==> config.mk <==
export PLATFORM = sky130hd
export DESIGN_NAME = serial_subtractor
export DESIGN_NICKNAME = d
export VERILOG_FILES = /design/src/rtl/serial_subtractor.sv
export SDC_FILE = /design/constraint.sdc
export NUM_CORES = 1
export LEC_CHECK = 0
export ABC_AREA = 1
export CAP_MARGIN = 5
export CORE_MARGIN = 10
export CORE_UTILIZATION = 50
export DETAILED_ROUTE_END_ITERATION = 10
export DONT_BUFFER_PORTS = 1
export GPL_TIMING_DRIVEN = 0
export SLEW_MARGIN = 20
export SYNTH_ARGS = -nofsm -noshare
export SYNTH_HDL_FRONTEND = slang
export SYNTH_SLANG_ARGS = --single-unit
==> constraint.sdc <==
create_clock -name clk -period 1.31 [get_ports clk]
set_input_delay 0.131 -clock clk [delete_from_list [all_inputs] [get_ports clk]]
set_output_delay 0.131 -clock clk [all_outputs]
set_load 0.05 [all_outputs]
==> src/rtl/serial_subtractor.sv <==
// rtl/serial_subtractor.sv - bit-serial a - b - bin, LSB first, one full-subtractor cell and a borrow flop.
module serial_subtractor #(
  parameter int WIDTH = 4
) (
  input  logic             clk,
  input  logic             rst,
  input  logic             start,
  input  logic [WIDTH-1:0] a,
  input  logic [WIDTH-1:0] b,
  input  logic             bin,
  output logic             busy,
  output logic             done,
  output logic [WIDTH-1:0] d,
  output logic             bout
);

  localparam int CW = $clog2(WIDTH);
  localparam logic [CW-1:0] LAST_BIT = CW'(WIDTH - 1);

  typedef enum logic [1:0] {
    IDLE = 2'd0,
    RUN  = 2'd1,
    DONE = 2'd2
  } state_t;

  state_t          state_q;
  logic [WIDTH-1:0] sa_q;
  logic [WIDTH-1:0] sb_q;
  logic [WIDTH-1:0] sr_q;
  logic [WIDTH-1:0] d_q;
  logic [CW-1:0]    cnt_q;
  logic             br_q;
  logic             bout_q;
  logic             busy_q;
  logic             done_q;

  logic             diff_bit;
  logic             br_d;
  logic [WIDTH-1:0] sr_d;

  // The single full-subtractor cell operating on the current LSBs.
  assign diff_bit = sa_q[0] ^ sb_q[0] ^ br_q;
  assign br_d     = (~sa_q[0] & sb_q[0]) | (~(sa_q[0] ^ sb_q[0]) & br_q);
  assign sr_d     = {diff_bit, sr_q[WIDTH-1:1]};

  always_ff @(posedge clk or posedge rst) begin
    if (rst) begin
      state_q <= IDLE;
      sa_q    <= '0;
      sb_q    <= '0;
      sr_q    <= '0;
      d_q     <= '0;
      cnt_q   <= '0;
      br_q    <= 1'b0;
      bout_q  <= 1'b0;
      busy_q  <= 1'b0;
      done_q  <= 1'b0;
    end else begin
      case (state_q)
        IDLE: begin
          done_q <= 1'b0;
          if (start) begin
            sa_q    <= a;
            sb_q    <= b;
            br_q    <= bin;
            sr_q    <= '0;
            cnt_q   <= '0;
            busy_q  <= 1'b1;
            state_q <= RUN;
          end
        end
        RUN: begin
          sa_q  <= sa_q >> 1;
          sb_q  <= sb_q >> 1;
          br_q  <= br_d;
          sr_q  <= sr_d;
          cnt_q <= cnt_q + 1'b1;
          // Results are published only here so d/bout hold through the next RUN.
          if (cnt_q == LAST_BIT) begin
            d_q     <= sr_d;
            bout_q  <= br_d;
            busy_q  <= 1'b0;
            done_q  <= 1'b1;
            state_q <= DONE;
          end
        end
        DONE: begin
          done_q  <= 1'b0;
          state_q <= IDLE;
        end
        default: begin
          busy_q  <= 1'b0;
          done_q  <= 1'b0;
          state_q <= IDLE;
        end
      endcase
    end
  end

  assign busy = busy_q;
  assign done = done_q;
  assign d    = d_q;
  assign bout = bout_q;

endmodule

# After elaboration in Yosys (flattened, before gate mapping)

Index checks and enable logic that the tools add are counted.

$add $sub $neg: 1
Multipliers: 0
Div/mod/pow operators: 0
Magnitude comparators: 0
Equal/unequal tests: 5
Shifts and indexed selects: 0
Muxes and demuxes: 18
Bitwise gates (word level): 8
Reductions and logical operators: 6

Operators with widths:

| operator            | count |
|---|---|
| $pmux 4 s2          | 3 |
| $mux 4              | 3 |
| $pmux 2 s2          | 2 |
| $mux 2              | 3 |
| $reduce_and 2->1    | 3 |
| $mux 1              | 5 |
| $eq 2x2->1 const B  | 2 |
| $ne 2x2->1 const B  | 2 |
| $not 1->1           | 3 |
| $pmux 1 s3          | 1 |
| $reduce_and 3->1    | 1 |
| $add 2x1->2 const B | 1 |
| $and 1x1->1         | 2 |
| $eq 2x1->1 const B  | 1 |
| $logic_not 2->1     | 1 |
| $pmux 1 s2          | 1 |
| $reduce_bool 2->1   | 1 |
| $xor 1x1->1         | 2 |
| $or 1x1->1          | 1 |

Register bits: 24
Latch bits: 0
Bits in writable memories: 0
ROM bits: 0
Input bits: 12
Output and inout port bits: 7
Word-level logic and storage cells: 48
Memories: 0

# Depth between registers and ports, before layout

Depth after elaboration: 5
Gate-level depth with buffers: 7
Depth with buffers taken out: 6

# Least setup slack after synthesis

OpenSTA, ideal clock, no wires.

Path type: register to register
Start point: register sa_q[0]
End point: register sr_q[3]
Library setup time: 118 ps
Data arrival time: 991 ps
Data required time: 1192 ps
Setup slack: 201 ps
Cell stages (with the launch flop): 4
Buffers on the path: 0
Clock period less this slack: 1109 ps
Cell sequence: dfrtp_1 -> fa_1 -> nand2_1 -> o21ai_2

Cells in the longest elaborated chain, start to end: 3

RTL lines:

| item                      | line | text |
|---|---|---|
| start: declaration        | 27   | `logic [WIDTH-1:0] sa_q;` |
| start signal: assignment  | 73   | `sa_q <= sa_q >> 1;` |
| $xor 1x1->1 (2 in series) | 42   | `assign diff_bit = sa_q[0] ^ sb_q[0] ^ br_q;` |
| via diff_bit              | 37   | `logic diff_bit;` |
| $pmux 4 s2                | 59   | `case (state_q)` |
| end signal: assignment    | 76   | `sr_q <= sr_d;` |
| end: declaration          | 29   | `logic [WIDTH-1:0] sr_q;` |

The timed path passes the listed nets, and every way through them passes these cells.
A chain may end at the register's enable or synchronous reset.

# Worst setup path in the final report

Start point: register state_q[1]
End point: register sa_q[1]

Cells in the longest elaborated chain, start to end: 3
Elaborated cells on any way between the ends: 6
Those cells by class: eq/ne (2); mux (1); reduce/logical (3)

RTL lines:

| item                                                                    | line | text |
|---|---|---|
| start: declaration                                                      | 26   | `state_t state_q;` |
| start signal: assignment                                                | 48   | `state_q <= IDLE;` |
| start signal: assignment                                                | 69   | `state_q <= RUN;` |
| start signal: assignment                                                | 84   | `state_q <= DONE;` |
| $eq 2x1->1 / $logic_not 2->1 (equally long branches)                    | 59   |  |
| $reduce_bool 2->1 (no source line) / $ne 2x2->1 (equally long branches) | n/a  |  |
| $reduce_and 2->1 (no source line)                                       | n/a  |  |

Several ways; a longest one is shown, not always the timed one.

==> summary.txt <==
Synthesis
  • Syn_nets: 141
  • Post-synthesis sequential area ratio: 51.57%
  • Synth unique cells: 17
  • Cells after synthesis: 127
  • Mapped cell area: 1116 µm²
  • Mean Syn Cell Area: 8.788 µm²
  • #FFs+latches synth: 23
  • Yosys warns: 0

Hold path
  • Hold path endpoint: sb_q[0]
  • Worst min path class: input port to flop
  • Hold Crit Depth: 4
  • Worst Hold Launch: b[0]

Placed design
  • # port buffers: 0
  • DP Wirelength: 1515 µm
  • Dpl cell area: 1151 µm²
  • Final GP Congestion: 0.7370

Drt
  • Final WL: 2070 µm
  • First-pass DRT Iterations: 5
  • 1st-iter DRT viols: 26
  • Residual DRC: 0
  • Routed Antenna Nets: 0
  • Wire per inst: 12.70 µm
  • Via-per-instance ratio: 4.742
  • DR vias: 773

Timing
  • Final hold violations: 0
  • Fmax: 843.7 MHz
  • Setup TNS: 0 ns
  • RSZ-0062 raised after global routing: no
  • Worst Max-Slew Pin Slew: 0.8738 ns
  • Clk_skew: 0.001335 ns
  • Final setup viols: 0
  • Tcrit/Tclk final: 90.48%
  • Relative slew slack: 41.68%
  • Final min period: 1.185 ns
  • Slew Viols, Final: 0

Die
  • Core area: 2170 µm²
  • Die area: 4522 µm²
  • Rows: 17
  • Die W: 67.25 µm
  • Initial core utilization: 51.44%
  • Chip height: 67.25 µm
  • I/O Pins: 19

Critical path
  • Worst reg2reg endpoint: sa_q[1]
  • WP data arrival: 1.44 ns
  • CP Data Required Time: 1.57 ns
  • Worst reg2reg path depth: 6
  • Crit Path Max Fanout: 10
  • Crit Reg-Reg Startpoint: state_q[1]
  • WS Path Type: flop to flop
  • Crit path capture type: flop
  • R2R Setup Slk: 0.12 ns
  • Startpoint Class: flop

Global route
  • Total track usage: 9.932%
  • Initial antenna violation count: 0
  • Vias in the first global route: 789
  • Global-route wire length before repair: 3525 µm
  • GRT overflow: 0
  • Largest net degree at the start of global routing: 24

Clock network
  • Setup bufs post-CTS: 0
  • Worst skew pair latency: 0.31 ns
  • H-tree levels: 1
  • Root buffer cell: clkbuf_4
  • CTS Buffer Depth: 2
  • TritonCTS Buffers: 3
  • Clock Sinks: 23
  • CTS-repair resized insts: 0
  • # hold bufs at CTS: 4
  • Clock-pin transition on the worst setup and hold timing paths: 0.13 ns
  • TritonCTS clock tree: yes

Power and ir drop
  • Maximum vdd drop: 1.202 mV
  • Final Power: 3.258 mW
  • Pleak: 0.6624 nW
  • Power Density: 2674 nW/µm²

Layout
  • Synth-to-Final Area Change: 9.193%
  • Post-route cell area: 1219 µm²
  • Most frequent cells in the layout: nand2_1 (37), inv_1 (23), dfrtp_1 (23), nand3_1 (14), o21ai_0 (8)
  • Number of diodes: 0
  • Share of cells above drive strength 1: 14.07%
  • # nets final: 150
  • Most common library cell in the layout ignoring fill and taps: nand2_1

Outcome
  • Status: finished, final reports clean

Job
  • Number of max-cap violations: 0
==> flip-flops by register name, summed over array words and instances, names as in the netlist <==
name and count:
sa_q 4, sr_q 3, bout 1, d 4, done 1, busy 1, cnt_q 2, sb_q 4
br_q 1, state_q 2
==> where the power goes <==
group          internal [mW]  switching (mW)
Combinational          0.526           0.813
Sequential              1.03           0.558
Clock                  0.114           0.215
Total                   1.67            1.59
==> layout make-up <==
class / count / area, µm²
Clock buffer: 3 / 22.52
Multi-Input combinational cell: 76 / 417.9
Inverter: 26 / 100.1
Timing Repair Buffer: 4 / 40.04
Fill cell: 203 / 950.9
Sequential cell: 23 / 575.6
Buffer: 2 / 22.52
Tap cell: 28 / 35.03
Clock inverter: 1 / 5.005
==> cells by family (layout without fill, tap and decap cells) <==
| logic type | Yosys count | after routing | synth area share, % |
|---|---|---|---|
| buf+inv | 28 | 36 | 10.99 |
| compound gates | 12 | 12 | 7.400 |
| simple gates | 62 | 62 | 27.13 |
| fa+ha+maj | 2 | 2 | 2.915 |
| flops | 23 | 23 | 51.57 |
==> metal layers <==
layer,wire [µm],up-vias,global-route usage [%]
met5,0,-,0
met2,955,16,15.05
met3,125,2,2.975
li1,-,402,-
met4,14,0,3.846
met1,973,353,13.00
==> per-stage QoR <==
stage,util (%),hold WS (ns),instances,setup slack (ns)
CTS,56.17,0.02084,163,0.1074
finish,56.17,0.03010,163,0.1247
detailed placement,53.06,0.2536,155,0.1339
global placement,53.06,0.2425,155,0.1439
floorplan,-,0.1329,127,0.2010
global route,56.17,0.02337,163,0.03128
==> how the worst max path moves through the flow <==
stage,from,end,depth (start not counted)
floorplan,sa_q[0],sr_q[3],3
global placement,state_q[1],sb_q[0],6
detailed placement,sa_q[0],d[3],3
CTS,sa_q[0],sr_q[3],3
global route,state_q[1],sa_q[1],6
finish,state_q[1],sa_q[1],6
==> synthesized netlist by cell type <==
cell      n  area, µm²
nand2_4   3      33.78
dfrtp_1  23      575.6
nor2_4    1      11.26
inv_1    23      86.33
inv_2     2      7.510
nor2_1    5      18.77
nand3_2   1      10.01
fa_1      1      20.02
o21ai_0   8      40.04
inv_4     1      6.260
nand3_1  14      70.07
nand2_8   1      20.02
a21oi_4   1      16.27
buf_6     2      22.52
nand2_1  37      138.9
o21ai_2   3      26.28
ha_1      1      12.51
==> worst max-delay path, stage by stage, from the launching register on <==
cell and delay (ns):
dfrtp_1 0.48, inv_4 0.16, nand2_8 0.09, nand2_4 0.09
buf_6 0.16, nand3_1 0.08, nand2_1 0.06
(Power assumes the default switching activity.)
